`src/rtl/writeback_stage.sv`:
```
// Writeback stage: selects the result, formats loads, flags load faults and counts retired instructions.
// Optional macro WB_BYPASS_EN adds a combinational register-file read bypass.
module writeback_stage #(
  parameter int RETIRE_W = 32
) (
  input  logic                i_clk,
  input  logic                i_rst_n,
  input  logic                i_valid,
  input  logic                i_flush,
  input  logic [4:0]          i_rd,
  input  logic                i_rd_wen,
  input  logic [1:0]          i_wb_sel,
  input  logic [2:0]          i_funct3,
  input  logic [31:0]         i_alu_res,
  input  logic [31:0]         i_ld_data,
  input  logic [31:0]         i_pc4,
`ifdef WB_BYPASS_EN
  input  logic [4:0]          i_Rnum1,
  input  logic [4:0]          i_Rnum2,
  input  logic [31:0]         i_Rd1,
  input  logic [31:0]         i_Rd2,
  output logic [31:0]         o_fwd_Rd1,
  output logic [31:0]         o_fwd_Rd2,
`endif
  output logic                o_Wen,
  output logic [4:0]          o_Wnum,
  output logic [31:0]         o_Wd,
  output logic                o_ld_err,
  output logic [RETIRE_W-1:0] o_retire_cnt
);

  // Returns {error, data}: extracts and extends the addressed byte/half/word.
  function automatic logic [32:0] ld_format(input logic [2:0]  f3,
                                            input logic [1:0]  off,
                                            input logic [31:0] word);
    logic [7:0]  b;
    logic [15:0] h;
    logic [32:0] r;
    b = word[{off, 3'b000} +: 8];
    h = off[1] ? word[31:16] : word[15:0];
    case (f3)
      3'b000:  r = {1'b0, {24{b[7]}}, b};
      3'b100:  r = {1'b0, 24'h000000, b};
      3'b001:  r = off[0] ? {1'b1, 32'h0000_0000} : {1'b0, {16{h[15]}}, h};
      3'b101:  r = off[0] ? {1'b1, 32'h0000_0000} : {1'b0, 16'h0000, h};
      3'b010:  r = (off != 2'b00) ? {1'b1, 32'h0000_0000} : {1'b0, word};
      default: r = {1'b1, 32'h0000_0000};
    endcase
    return r;
  endfunction

  logic                valid_s;
  logic                ld_err_s;
  logic [31:0]         wd_s;
  logic                wen_s;
  logic [32:0]         ld_s;
  logic                wen_r;
  logic [4:0]          wnum_r;
  logic [31:0]         wd_r;
  logic                ld_err_r;
  logic [RETIRE_W-1:0] cnt_r;

  // Result selection and write-enable qualification ahead of the WB register.
  always_comb begin
    valid_s  = i_valid & ~i_flush;
    ld_s     = ld_format(i_funct3, i_alu_res[1:0], i_ld_data);
    ld_err_s = 1'b0;
    wd_s     = 32'h0000_0000;
    case (i_wb_sel)
      2'b00:   wd_s = i_alu_res;
      2'b01: begin
        ld_err_s = ld_s[32];
        wd_s     = ld_s[31:0];
      end
      2'b10:   wd_s = i_pc4;
      default: wd_s = 32'h0000_0000;
    endcase
    wen_s = valid_s & i_rd_wen & (i_rd != 5'd0) & ~ld_err_s & (i_wb_sel != 2'b11);
  end

  // WB register: invalid slots and faulting loads drive zeros.
  always_ff @(posedge i_clk or negedge i_rst_n) begin
    if (!i_rst_n) begin
      wen_r    <= 1'b0;
      wnum_r   <= 5'd0;
      wd_r     <= 32'h0000_0000;
      ld_err_r <= 1'b0;
      cnt_r    <= '0;
    end else begin
      wen_r    <= wen_s;
      wnum_r   <= valid_s ? i_rd : 5'd0;
      wd_r     <= (valid_s & ~ld_err_s) ? wd_s : 32'h0000_0000;
      ld_err_r <= valid_s & ld_err_s;
      if (valid_s && !ld_err_s) begin
        cnt_r <= cnt_r + {{(RETIRE_W-1){1'b0}}, 1'b1};
      end else begin
        cnt_r <= cnt_r;
      end
    end
  end

  assign o_Wen        = wen_r;
  assign o_Wnum       = wnum_r;
  assign o_Wd         = wd_r;
  assign o_ld_err     = ld_err_r;
  assign o_retire_cnt = cnt_r;

`ifdef WB_BYPASS_EN
  // Same-cycle read-after-write forwarding around the register file.
  always_comb begin
    if (wen_r && (wnum_r == i_Rnum1) && (i_Rnum1 != 5'd0)) begin
      o_fwd_Rd1 = wd_r;
    end else begin
      o_fwd_Rd1 = i_Rd1;
    end
    if (wen_r && (wnum_r == i_Rnum2) && (i_Rnum2 != 5'd0)) begin
      o_fwd_Rd2 = wd_r;
    end else begin
      o_fwd_Rd2 = i_Rd2;
    end
  end
`endif

endmodule

```
`config.mk`:
```
export PLATFORM = sky130hd
export DESIGN_NAME = writeback_stage
export DESIGN_NICKNAME = d
export VERILOG_FILES = /design/src/rtl/writeback_stage.sv
export SDC_FILE = /design/constraint.sdc
export NUM_CORES = 1
export LEC_CHECK = 0
export ABC_AREA = 0
export BUFFER_PORTS_ARGS = -buffer_cell sky130_fd_sc_hd__buf_2
export CAP_MARGIN = 10
export CORE_MARGIN = 2
export CORE_UTILIZATION = 47
export DETAILED_ROUTE_END_ITERATION = 8
export PLACE_DENSITY_LB_ADDON = 0.12
export SYNTH_ARGS = -nofsm -noshare
export SYNTH_HDL_FRONTEND = slang
export SYNTH_SLANG_ARGS = --single-unit
```
`constraint.sdc`:
```
create_clock -name i_clk -period 1.7 [get_ports i_clk]
set_input_delay 0.425 -clock i_clk [delete_from_list [all_inputs] [get_ports i_clk]]
set_output_delay 0.425 -clock i_clk [all_outputs]
set_load 0.05 [all_outputs]
```
Word-level counts from Yosys, hierarchy flattened
Index checks and enable logic that the tools add are counted.

storage, ports and cells
  register bits after elaboration = 71
  input port bits = 111
  output and inout port bits = 71
  logic and storage cells = 38

cells by class
  add/sub/neg operators = 1
  equality and inequality tests = 7
  shift-type cells = 1
  muxes and demuxes = 9
  bitwise operators = 9
  reductions and logical operators = 6

operators by type and width
  cell                                                                   number
  33-bit one-hot mux with 5 select lines                                 1
  33-bit two-way mux                                                     3
  32-bit one-hot mux with 3 select lines                                 1
  32-bit by 1-bit adder with 32-bit output, second input constant        1
  32-bit two-way mux                                                     1
  32-bit by 6-bit variable part select with 8-bit output                 1
  16-bit two-way mux                                                     1
  1-bit AND                                                              7
  3-bit equality test, second input constant                             2
  5-bit two-way mux                                                      1
  5-bit nonzero test                                                     1
  3-bit by 1-bit equality test with 1-bit output, second input constant  1
  3-bit by 2-bit equality test with 1-bit output, second input constant  1
  3-bit zero test                                                        1
  2-bit by 1-bit equality test with 1-bit output, second input constant  1
  2-bit equality test, second input constant                             1
  2-bit zero test                                                        1
  2-bit inequality test, second input constant                           1
  1-bit inverter                                                         2
  2-bit nonzero test                                                     1
  1-bit logical AND                                                      1
  1-bit zero test                                                        1
  1-bit two-way mux                                                      1

Longest topological paths before layout
Gate-level depths: netlist of run 1.

  word-level depth = 7
  depth in mapped cells = 8
  mapped depth without buffers = 5

Worst setup path before layout of run 1
No wires, ideal clock.

  path kind = flip-flop to flip-flop
  start = register cnt_r[9] (netlist: o_retire_cnt[9])
  end = register cnt_r[23] (netlist: o_retire_cnt[23])
  setup time = 141 ps
  arrival time = 1888 ps
  data required time = 1559 ps
  slack = -328 ps
  stages on the path, launching flop included = 6
  buffers on the path = 0
  period minus slack after synthesis = 2028 ps
  cells stage by stage = dfrtp_1 nand4_1 or4_1 nor2_1 nand4_1 xnor2_1

between the ends
  cells in the longest elaborated chain, start to end = 1

ends and longest elaborated chain
  what                                      line  source
  from (decl)                               61    logic [RETIRE_W-1:0] cnt_r;
  from (signal assigned)                    95    cnt_r <= cnt_r + {{(RETIRE_W-1){1'b0}}, 1'b1};
  from (signal assigned)                    97    cnt_r <= cnt_r;
  32-bit by 1-bit adder with 32-bit output  95

No other way between the ends.
A chain may end at the register's enable or synchronous reset.

Worst setup path after layout of run 1
  start = register cnt_r[11] (netlist: o_retire_cnt[11])
  end = register cnt_r[23] (netlist: o_retire_cnt[23])

The elaborated chain is that of the path after synthesis.

==> results of run 1 <==
-- metrics by stage --
step	utilization (%)	instance area (um^2)	total power, mW
final	67.3	5450	4.31
after detailed placement	64.6	5230	2.99
after global placement	64.6	5230	2.97
after CTS	67.0	5420	4.34
after global routing	67.3	5450	4.52
after floorplan	-	3970	2.54
-- state kept, by name, summed over array words and instances (netlist names) --
signal / cells
o_Wd: 32
o_retire_cnt: 32
o_Wnum: 5
o_Wen: 1
o_ld_err: 1
-- what timing repair did --
item,4_1_cts,5_1_grt
pin swaps,0,6
setup buffers,0,3
resized for setup,1,1
hold buffers,0,0
setup endpoints to repair,2,9
-- placed cells by master, fill, tap and decap left out, types with 8 or more instances in the layout --
cell type | netlist | layout
nand2_1 | 20 | 20
nor2_1 | 42 | 41
dfrtp_2 | 0 | 16
mux2i_1 | 41 | 41
a21oi_1 | 21 | 20
nand4_1 | 11 | 11
xnor2_1 | 25 | 24
buf_4 | 4 | 43
buf_2 | 5 | 181
clkbuf_8 | 0 | 9
dfrtp_1 | 71 | 55
a311o_1 | 16 | 16
inv_1 | 8 | 8
o22ai_1 | 16 | 16
nand3_1 | 10 | 9
-- metal layers --
layer	wire length (um)	part of all wire, %	up-vias
met5	0	0	-
met4	109	0.99	0
met3	841	7.6	9
met2	5770	52	153
met1	4320	39	1775
li1	-	-	1793
-- worst reg2reg max path, cell delays in order, from the launching register on --
cell     delay [ns]
dfrtp_2        0.37
nand4_1        0.18
or4_4          0.61
nor2_4         0.14
nand4_1        0.12
xnor2_1        0.14
-- final timing paths --
kind,cells past startpoint,endpoint,slack [ns],startpoint
hold reg to reg,1,o_retire_cnt[31],0.47,o_retire_cnt[31]
setup / recovery,5,o_retire_cnt[23],0.03,o_retire_cnt[11]
min in group i_clk,2,o_Wnum[2],0.28,i_rd[2]
max in group asynchronous,2,o_retire_cnt[2],1.40,i_rst_n
hold / removal,2,o_Wnum[2],0.04,i_rst_n
setup reg to reg,5,o_retire_cnt[23],0.03,o_retire_cnt[11]
-- cell families after synthesis --
family,Yosys count,share of synthesized area [%]
compound gates,74,14.1
xor+xnor,31,7.01
flops,71,45.9
buf+inv,32,4.23
fa+ha+maj,1,0.323
simple gates,127,17.8
mux,41,10.6
-- area by class of cell --
type                    count  area, um^2  area share [%]
multi-input cells         274        1980            36.4
flip-flops and latches     71        1800            33.0
repair buffers            229        1320            24.2
well taps                 105         131            2.41
clock buffers              10         128            2.34
clock inverters             6        62.6            1.15
inverters                   8        30.0           0.551
-- report_power, final --
| part | internal [mW] | switching [mW] | leakage [nW] | total, mW |
|---|---|---|---|---|
| Clock | 0.676 | 0.670 | 0.100 | 1.35 |
| Sequential | 1.78 | 0.0627 | 0.944 | 1.84 |
| Combinational | 0.418 | 0.708 | 1.84 | 1.13 |
==> impl_metrics.py, run 1 <==
metrics = {
    "run_status": {
        "outcome": "finished clean",
    },
    "cells_and_area": {
        "diodes": 0,
        "stdcell_count": 703,
        "fillers": 701,
        "area_growth_pct": 40.7,
        "nNetsFinal": 705,
        "drive_gt1_share_pct": 47.5,
    },
    "synth": {
        "synth_cells": 377,
        "yosysTopAreaCell": "dfrtp_1",
        "ys_seq_elements": 71,
        "synth_nets": 489,
        "yosysWarnings": 0,
        "netlist.area_leader.share_pct": 45.9,
        "async_reset_ff_share_pct": 100,
        "synth_edf_count": 0,
        "avgSynthCellArea_um2": 10.3,
        "yosysSeqAreaShare_pct": 45.9,
        "synth_commonest_cells": "dfrtp_1, nor2_1, mux2i_1",
        "yosysMostFrequentCell": "dfrtp_1",
        "synth_area_leaders": "dfrtp_1, mux2i_1, xnor2_1",
        "synthFlopType": "dfrtp_1",
        "synth.cell_area_um2": 3870,
        "synth_cell_types": 48,
    },
    "timing": {
        "tns_ns": 0,
        "finClkSkew_ns": 0.00842,
        "max_slew_margin_pct": 71.9,
        "setup_slack_ns": 0.0260,
        "min_period_ns": 1.67,
        "rsz0062_at_grt": "true",
        "hold_slack_ns": 0.0447,
        "post-route-period-util_pct": 98.5,
        "setup-violations-final": 0,
        "max_freq_mhz": 597,
        "hold_viol": 0,
        "tightest_slew_ns": 0.422,
        "finalMaxSlewViolations": 0,
    },
    "power": {
        "ir_drop_uv": 502,
        "p_leak_nw": 2.89,
        "powerDensity_nw_per_um2": 791,
    },
    "global_route": {
        "antenna_found_initial": 0,
        "grtUsageMet3_pct": 7.58,
        "grt_pass1_wl_um": 17300,
        "grtUsageMet2_pct": 44.9,
        "grt_pass1_vias": 3589,
        "grt_most_used_layer": "met2",
        "use_met1_pct": 30.0,
        "overflow": 0,
        "grtUsageTotal_pct": 25.5,
        "grt_max_degree": 44,
    },
    "detailed_routing": {
        "antenna_left": 0,
        "wl_per_cell_um": 15.7,
        "drtPass1Iterations": 4,
        "via_per_inst": 5.31,
        "drt_iter0_markers": 108,
        "wirelength_um": 11000,
        "vias": 3730,
        "route.detailed.drc": 0,
    },
    "clock_tree": {
        "clockBufferDepth": 2,
        "cts_max_level": 3,
        "clkLatencyLatePin_ns": 0.36,
        "cts_tree": "done",
        "cts_buffers": 9,
        "clk_pin_slew_ns": 0.08,
        "root_buffer": "clkbuf_8",
        "numClockSinks": 71,
    },
    "placement": {
        "place_inst": 684,
        "dp.final_hpwl_um": 8670,
        "globalplace.congestion": 0.898,
        "portBuffers": 181,
        "dpl_worst_slack_ns": -0.250,
    },
    "worst_setup_path": {
        "path_buf_inv": 0,
        "cp_slowest_cell": "or4_4",
        "crit_path_max_fanout": 4,
        "critPathTopFamily": "simple AND/OR/NAND/NOR gates",
        "cp_data_required_time_ns": 1.94,
        "cp_cell_sequence": "nand4_1 -> or4_4 -> nor2_4 -> nand4_1 -> xnor2_1",
        "worstSetupPathType": "reg -> reg",
        "worst_setup_path_start_kind": "flip-flop",
        "slowest_delay_ns": 0.61,
        "cp-end-kind": "flip-flop",
        "crit_top_cell": "nand4_1",
        "worstPathArrival_ns": 1.92,
    },
    "floorplan": {
        "coreArea_um2": 8090,
        "die_w_um": 94.8,
        "std_cell_rows": 33,
        "start_util_pct": 47.9,
        "ios": 182,
        "fp.dieArea_um2": 8980,
        "die_h_um": 94.8,
    },
    "hold_path": {
        "hp-class": "in -> async",
    },
    "flow_run": {
        "drv_cap": 0,
    },
}
Power figures use the tool's default switching activity.
==> run 2, diff against run 1 <==
--- a/config.mk
+++ b/config.mk
@@ -12,6 +12,7 @@
 export CORE_UTILIZATION = 47
 export DETAILED_ROUTE_END_ITERATION = 8
 export PLACE_DENSITY_LB_ADDON = 0.12
+export REMOVE_ABC_BUFFERS = 1
 export SYNTH_ARGS = -nofsm -noshare
 export SYNTH_HDL_FRONTEND = slang
 export SYNTH_SLANG_ARGS = --single-unit
==> run 2 against run 1 <==
  * Sequential share of layout area shrank 0.56 points
  * Critical path depth is 4 higher
  * Power increased by 0.32%
  * Combinational power about the same
  * Sequential power about the same
  * Core utilization is 0.40 points higher
  * Cell count up 1.4%
  * Sequential cell count stayed put
==> impl_metrics.py, run 2 (synthesized netlist as in run 1, its figures left out) <==
metrics = {
    "power": {
        "pwr-share-seq_pct": 42.4,
        "internal-power_mw": 2.86,
        "combPwrFrac_pct": 26.0,
        "powerDensity_nw_per_um2": 789,
        "swShare_pct": 33.8,
        "ir_drop_uv": 468,
        "clockPowerShare_pct": 31.5,
        "p_sw_mw": 1.46,
        "p_leak_nw": 2.94,
    },
    "detailed_routing": {
        "wl_per_cell_um": 15.8,
        "antenna_left": 0,
        "wirelength_um": 11200,
        "drtPass1Iterations": 4,
        "via_per_inst": 5.41,
        "route.detailed.drc": 0,
        "vias": 3858,
        "drt_iter0_markers": 136,
    },
    "global_route": {
        "antenna_found_initial": 1,
        "grt_pass1_vias": 3813,
        "overflow": 0,
        "grt_pass1_wl_um": 18100,
        "grtUsageTotal_pct": 26.1,
        "grt_max_degree": 31,
    },
    "placement": {
        "dp.final_hpwl_um": 8810,
        "portBuffers": 181,
        "globalplace.congestion": 0.887,
        "place_inst": 691,
    },
    "floorplan": {
        "std_cell_rows": 33,
        "start_util_pct": 47.9,
        "coreArea_um2": 8090,
        "die_w_um": 94.8,
        "die_h_um": 94.8,
        "ios": 182,
        "fp.dieArea_um2": 8980,
    },
    "cells_and_area": {
        "diodes": 0,
        "area_growth_pct": 41.6,
        "drive_gt1_share_pct": 45.4,
        "fillers": 700,
        "final_common_cell": "buf_2",
        "most-common-layout-cells": "buf_2, dfrtp_1, buf_4, nor2_1, mux2i_1",
        "seq_area_um2": 1780,
        "multi_input_area_um2": 1970,
        "stdcell_count": 713,
        "fin_util_pct": 67.7,
        "nNetsFinal": 715,
    },
    "worst_setup_path": {
        "worstPathArrival_ns": 1.89,
        "worst_setup_path_start_kind": "primary input",
        "path_buf_inv": 4,
        "crit_top_cell": "buf_4",
        "cp_slowest_cell": "a311o_1",
        "crit_path_max_fanout": 7,
        "critPathTopFamily": "compound AO/OA/AOI/OAI gates",
        "cp_cell_sequence": "clkbuf_4 -> a21oi_1 -> buf_4 -> o31a_1 -> buf_4 -> nand2_4 -> nor2_4 -> buf_4 -> a311o_1",
        "cp_data_required_time_ns": 1.91,
        "cp-end-kind": "flip-flop",
        "worstSetupPathType": "in -> reg",
        "slowest_delay_ns": 0.33,
    },
    "clock_tree": {
        "cts_tree": "done",
        "clk_pin_slew_ns": 0.07,
        "numClockSinks": 71,
        "cts_max_level": 3,
        "clkLatencyLatePin_ns": 0.35,
        "cts_buffers": 9,
        "clockBufferDepth": 2,
        "root_buffer": "clkbuf_8",
    },
    "flow_run": {
        "drv_cap": 0,
    },
    "timing": {
        "max_slew_margin_pct": 70.0,
        "post-route-period-util_pct": 98.5,
        "finClkSkew_ns": 0.0129,
        "tns_ns": 0,
        "tightest_slew_ns": 0.447,
        "min_period_ns": 1.68,
        "setup-violations-final": 0,
        "hold_viol": 0,
        "max_freq_mhz": 597,
        "rsz0062_at_grt": "true",
        "finalMaxSlewViolations": 0,
    },
    "hold_path": {
        "hp-class": "in -> reg",
    },
    "run_status": {
        "outcome": "finished clean",
    },
}
[run 2: changes by cell type in the layout (fill, tap and decap cells not counted), sizes merged]
cell,before,now
buf,229,236
clkbuf,10,11
clkinv,5,2
clkinvlp,0,3
dlygate4sd3,0,1
inv,8,9
[run 2: power groups by stage]
stage	Sequential, mW	Combinational, mW	Clock (mW)
after floorplan	2.18	0.290	0
after global placement	1.86	1.11	0
after detailed placement	1.87	1.12	0
after CTS	1.83	1.13	1.39
after global routing	1.85	1.21	1.48
final	1.83	1.13	1.36
[run 2: stage by stage]
stage | setup WS [ns] | power (mW) | hold WS (ns) | area (um^2)
2_1_floorplan | -0.328 | 2.47 | 0.129 | 3740
3_3_place_gp | -0.290 | 2.97 | 0.375 | 5190
3_5_place_dp | -0.344 | 2.99 | 0.379 | 5190
4_1_cts | 0.0229 | 4.35 | 0.287 | 5410
5_1_grt | -0.0256 | 4.54 | 0.294 | 5480
6_report | 0.0248 | 4.32 | 0.301 | 5480
[run 2: layout make-up]
class	instances	share of cell area (%)
repair buffers	239	25.1
inverters	8	0.548
well taps	105	2.40
flip-flops and latches	71	32.4
multi-input cells	274	36.0
clock inverters	7	1.30
clock buffers	9	2.26
[run 2: timing repair]
item                                   CTS  global route
gates resized for setup                  1            12
setup buffers                            1             4
endpoints found under the hold margin    2             0
setup endpoints to repair                4            30
hold buffers                             1             0
pin swaps                                0             3
[run 2: metal layers]
metal  GRT usage, %  vias up  part of all wire, %
li1               -     1818                    -
met1           31.2     1865                   41
met2           46.3      153                   51
met3           6.15       20                  6.1
met4           8.45        2                  2.1
met5              0        -                 0.12
[run 2: final timing paths]
kind	from	endpoint	slack, ns	depth (start not counted)
max	i_alu_res[0]	o_Wd[28]	0.02	9
min	i_rd[0]	o_Wnum[0]	0.30	2
max reg2reg	o_retire_cnt[10]	o_retire_cnt[23]	0.07	5
min reg2reg	o_retire_cnt[31]	o_retire_cnt[31]	0.47	1
max in group asynchronous	i_rst_n	o_Wd[20]	0.57	3
min in group asynchronous	i_rst_n	o_Wd[5]	0.54	2
[run 2: worst reg2reg max path, delay by kind of cell, from the launching register on]
family	cells	cell delay [ns]
simple gates	4	1.03
flops	1	0.35
xor+xnor	1	0.15
==> run 3, diff against run 2 <==
--- a/config.mk
+++ b/config.mk
@@ -8,9 +8,12 @@
 export ABC_AREA = 0
 export BUFFER_PORTS_ARGS = -buffer_cell sky130_fd_sc_hd__buf_2
 export CAP_MARGIN = 10
+export CELL_PAD_IN_SITES_DETAIL_PLACEMENT = 1
+export CELL_PAD_IN_SITES_GLOBAL_PLACEMENT = 2
 export CORE_MARGIN = 2
-export CORE_UTILIZATION = 47
+export CORE_UTILIZATION = 27
 export DETAILED_ROUTE_END_ITERATION = 8
+export GPL_TIMING_DRIVEN = 0
 export PLACE_DENSITY_LB_ADDON = 0.12
 export REMOVE_ABC_BUFFERS = 1
 export SYNTH_ARGS = -nofsm -noshare
==> run 3 against run 2 <==
  * Wire length up 19%
  * Via count down 5.0%
  * Die area up 71%
  * Critical endpoint is now o_retire_cnt[23]
  * Sequential share of layout area is 0.45 points lower
  * Clock power increased by 54%
  * Largest cell class unchanged
  * Sequential cell count unchanged
  * Fmax grew 0.40%
  * Setup slack improved by 0.0067 ns
  * Core utilization down 28 points
  * Register-to-register slack worse by 0.04 ns
==> impl_metrics.py, run 3 (synthesized netlist as in run 1, its figures left out) <==
metrics = {
    "placement": {
        "post_dp_cell_area_um2": 4910,
        "dp.final_hpwl_um": 9830,
        "portBuffers": 181,
        "dpl_worst_slack_ns": -1.29,
        "place_inst": 716,
        "globalplace.congestion": 0.744,
    },
    "clock_tree": {
        "cts_tree": "done",
        "clockBufferDepth": 2,
        "root_buffer": "clkbuf_16",
        "cts_max_level": 3,
        "clkLatencyLatePin_ns": 0.34,
        "clk_pin_slew_ns": 0.06,
        "cts_buffers": 9,
        "numClockSinks": 71,
    },
    "hold_path": {
        "hp-class": "in -> async",
    },
    "detailed_routing": {
        "route.detailed.drc": 0,
        "wirelength_um": 13400,
        "vias": 3667,
        "wl_per_cell_um": 17.9,
        "via_per_inst": 4.89,
        "drtPass1Iterations": 4,
        "drt_iter0_markers": 111,
        "antenna_left": 0,
    },
    "cells_and_area": {
        "nNetsFinal": 677,
        "stdcell_area_um2": 5560,
        "seq_area_um2": 1780,
        "fillers": 1638,
        "stdcell_count": 750,
        "final_common_cell": "buf_2",
        "area_growth_pct": 43.6,
        "multi_input_area_um2": 2030,
        "most-common-layout-cells": "buf_2, dfrtp_1, mux2i_1, nor2_1, xnor2_1",
        "diodes": 0,
        "drive_gt1_share_pct": 43.5,
    },
    "timing": {
        "setup-violations-final": 0,
        "max_freq_mhz": 599,
        "setup_slack_ns": 0.0315,
        "rsz0062_at_grt": "true",
        "max_slew_margin_pct": 62.2,
        "min_period_ns": 1.67,
        "finClkSkew_ns": 0.00224,
        "hold_viol": 0,
        "finalMaxSlewViolations": 0,
        "post-route-period-util_pct": 98.1,
        "tightest_slew_ns": 0.568,
    },
    "worst_setup_path": {
        "slowest_delay_ns": 0.59,
        "crit_top_cell": "nand4_1",
        "cp-end-kind": "flip-flop",
        "crit_path_max_fanout": 4,
        "critPathTopFamily": "simple AND/OR/NAND/NOR gates",
        "cp_cell_sequence": "nand4_1 -> or4_4 -> nor2_4 -> nand4_1 -> xnor2_1",
        "worstSetupPathType": "reg -> reg",
        "path_buf_inv": 0,
        "cp_data_required_time_ns": 1.93,
        "cp_slowest_cell": "or4_4",
        "worstPathArrival_ns": 1.90,
        "worst_setup_path_start_kind": "flip-flop",
    },
    "floorplan": {
        "fp.dieArea_um2": 15300,
        "std_cell_rows": 43,
        "coreArea_um2": 13900,
        "die_h_um": 124,
        "start_util_pct": 27.8,
        "die_w_um": 124,
        "ios": 182,
    },
    "flow_run": {
        "drv_cap": 0,
    },
    "global_route": {
        "grt_max_degree": 46,
        "grtUsageTotal_pct": 18.3,
        "grt_pass1_vias": 3910,
        "antenna_found_initial": 0,
        "grt_pass1_wl_um": 21100,
        "overflow": 0,
    },
    "power": {
        "powerDensity_nw_per_um2": 908,
        "p_leak_nw": 2.84,
        "ir_drop_uv": 462,
    },
    "run_status": {
        "outcome": "finished clean",
    },
}
## run 3: where the power goes
group	internal (mW)	total [mW]	switching (mW)
sequential	1.77	1.84	0.0664
clock	1.33	2.10	0.777
combinational	0.391	1.10	0.713
## run 3: per-layer routing
metal / track usage, % / wire length [um] / vias up / share of wire, %
li1: - / - / 1744 / -
met1: 20.5 / 5290 / 1807 / 39
met2: 32.6 / 7040 / 105 / 52
met3: 7.01 / 953 / 11 / 7.1
met4: 4.69 / 142 / 0 / 1.1
met5: 0 / 0 / - / 0
## run 3: final cells by class
| type | count | share of cell area, % |
|---|---|---|
| clock inverters | 5 | 1.46 |
| repair buffers | 201 | 21.1 |
| inverters | 8 | 0.540 |
| multi-input cells | 274 | 36.6 |
| well taps | 180 | 4.05 |
| flip-flops and latches | 71 | 32.0 |
| clock buffers | 11 | 4.37 |
## run 3: path summary, 6_finish.rpt
kind                            slack, ns        startpoint               end  cells past startpoint
worst max register to register       0.03  o_retire_cnt[11]  o_retire_cnt[23]                      5
min in group i_clk                   0.30           i_rd[2]         o_Wnum[2]                      2
worst max-delay path                 0.03  o_retire_cnt[11]  o_retire_cnt[23]                      5
worst min-delay path                0.002           i_rst_n   o_retire_cnt[5]                      1
worst min register to register       0.47  o_retire_cnt[31]  o_retire_cnt[31]                      1
max in group asynchronous            1.13           i_rst_n          o_Wd[22]                      2
## run 3: stage by stage
step                      hold slack (ns)  util [%]  TNS [ns]  total power, mW
after floorplan                     0.129         -     -5.76             2.47
after detailed placement            0.383      35.2    -66.69             2.90
after global routing               0.0176      39.9    -0.248             5.31
after global placement              0.457      34.9    -87.11             2.87
after CTS                         0.00394      39.0         0             5.12
final                             0.00173      39.9         0             5.05
## run 3: what timing repair did
item	CTS	global route
setup buffers	14	3
resized for setup	24	18
setup endpoints to repair	65	48
gates cloned	0	1
pin swaps	7	13
hold buffers	0	0
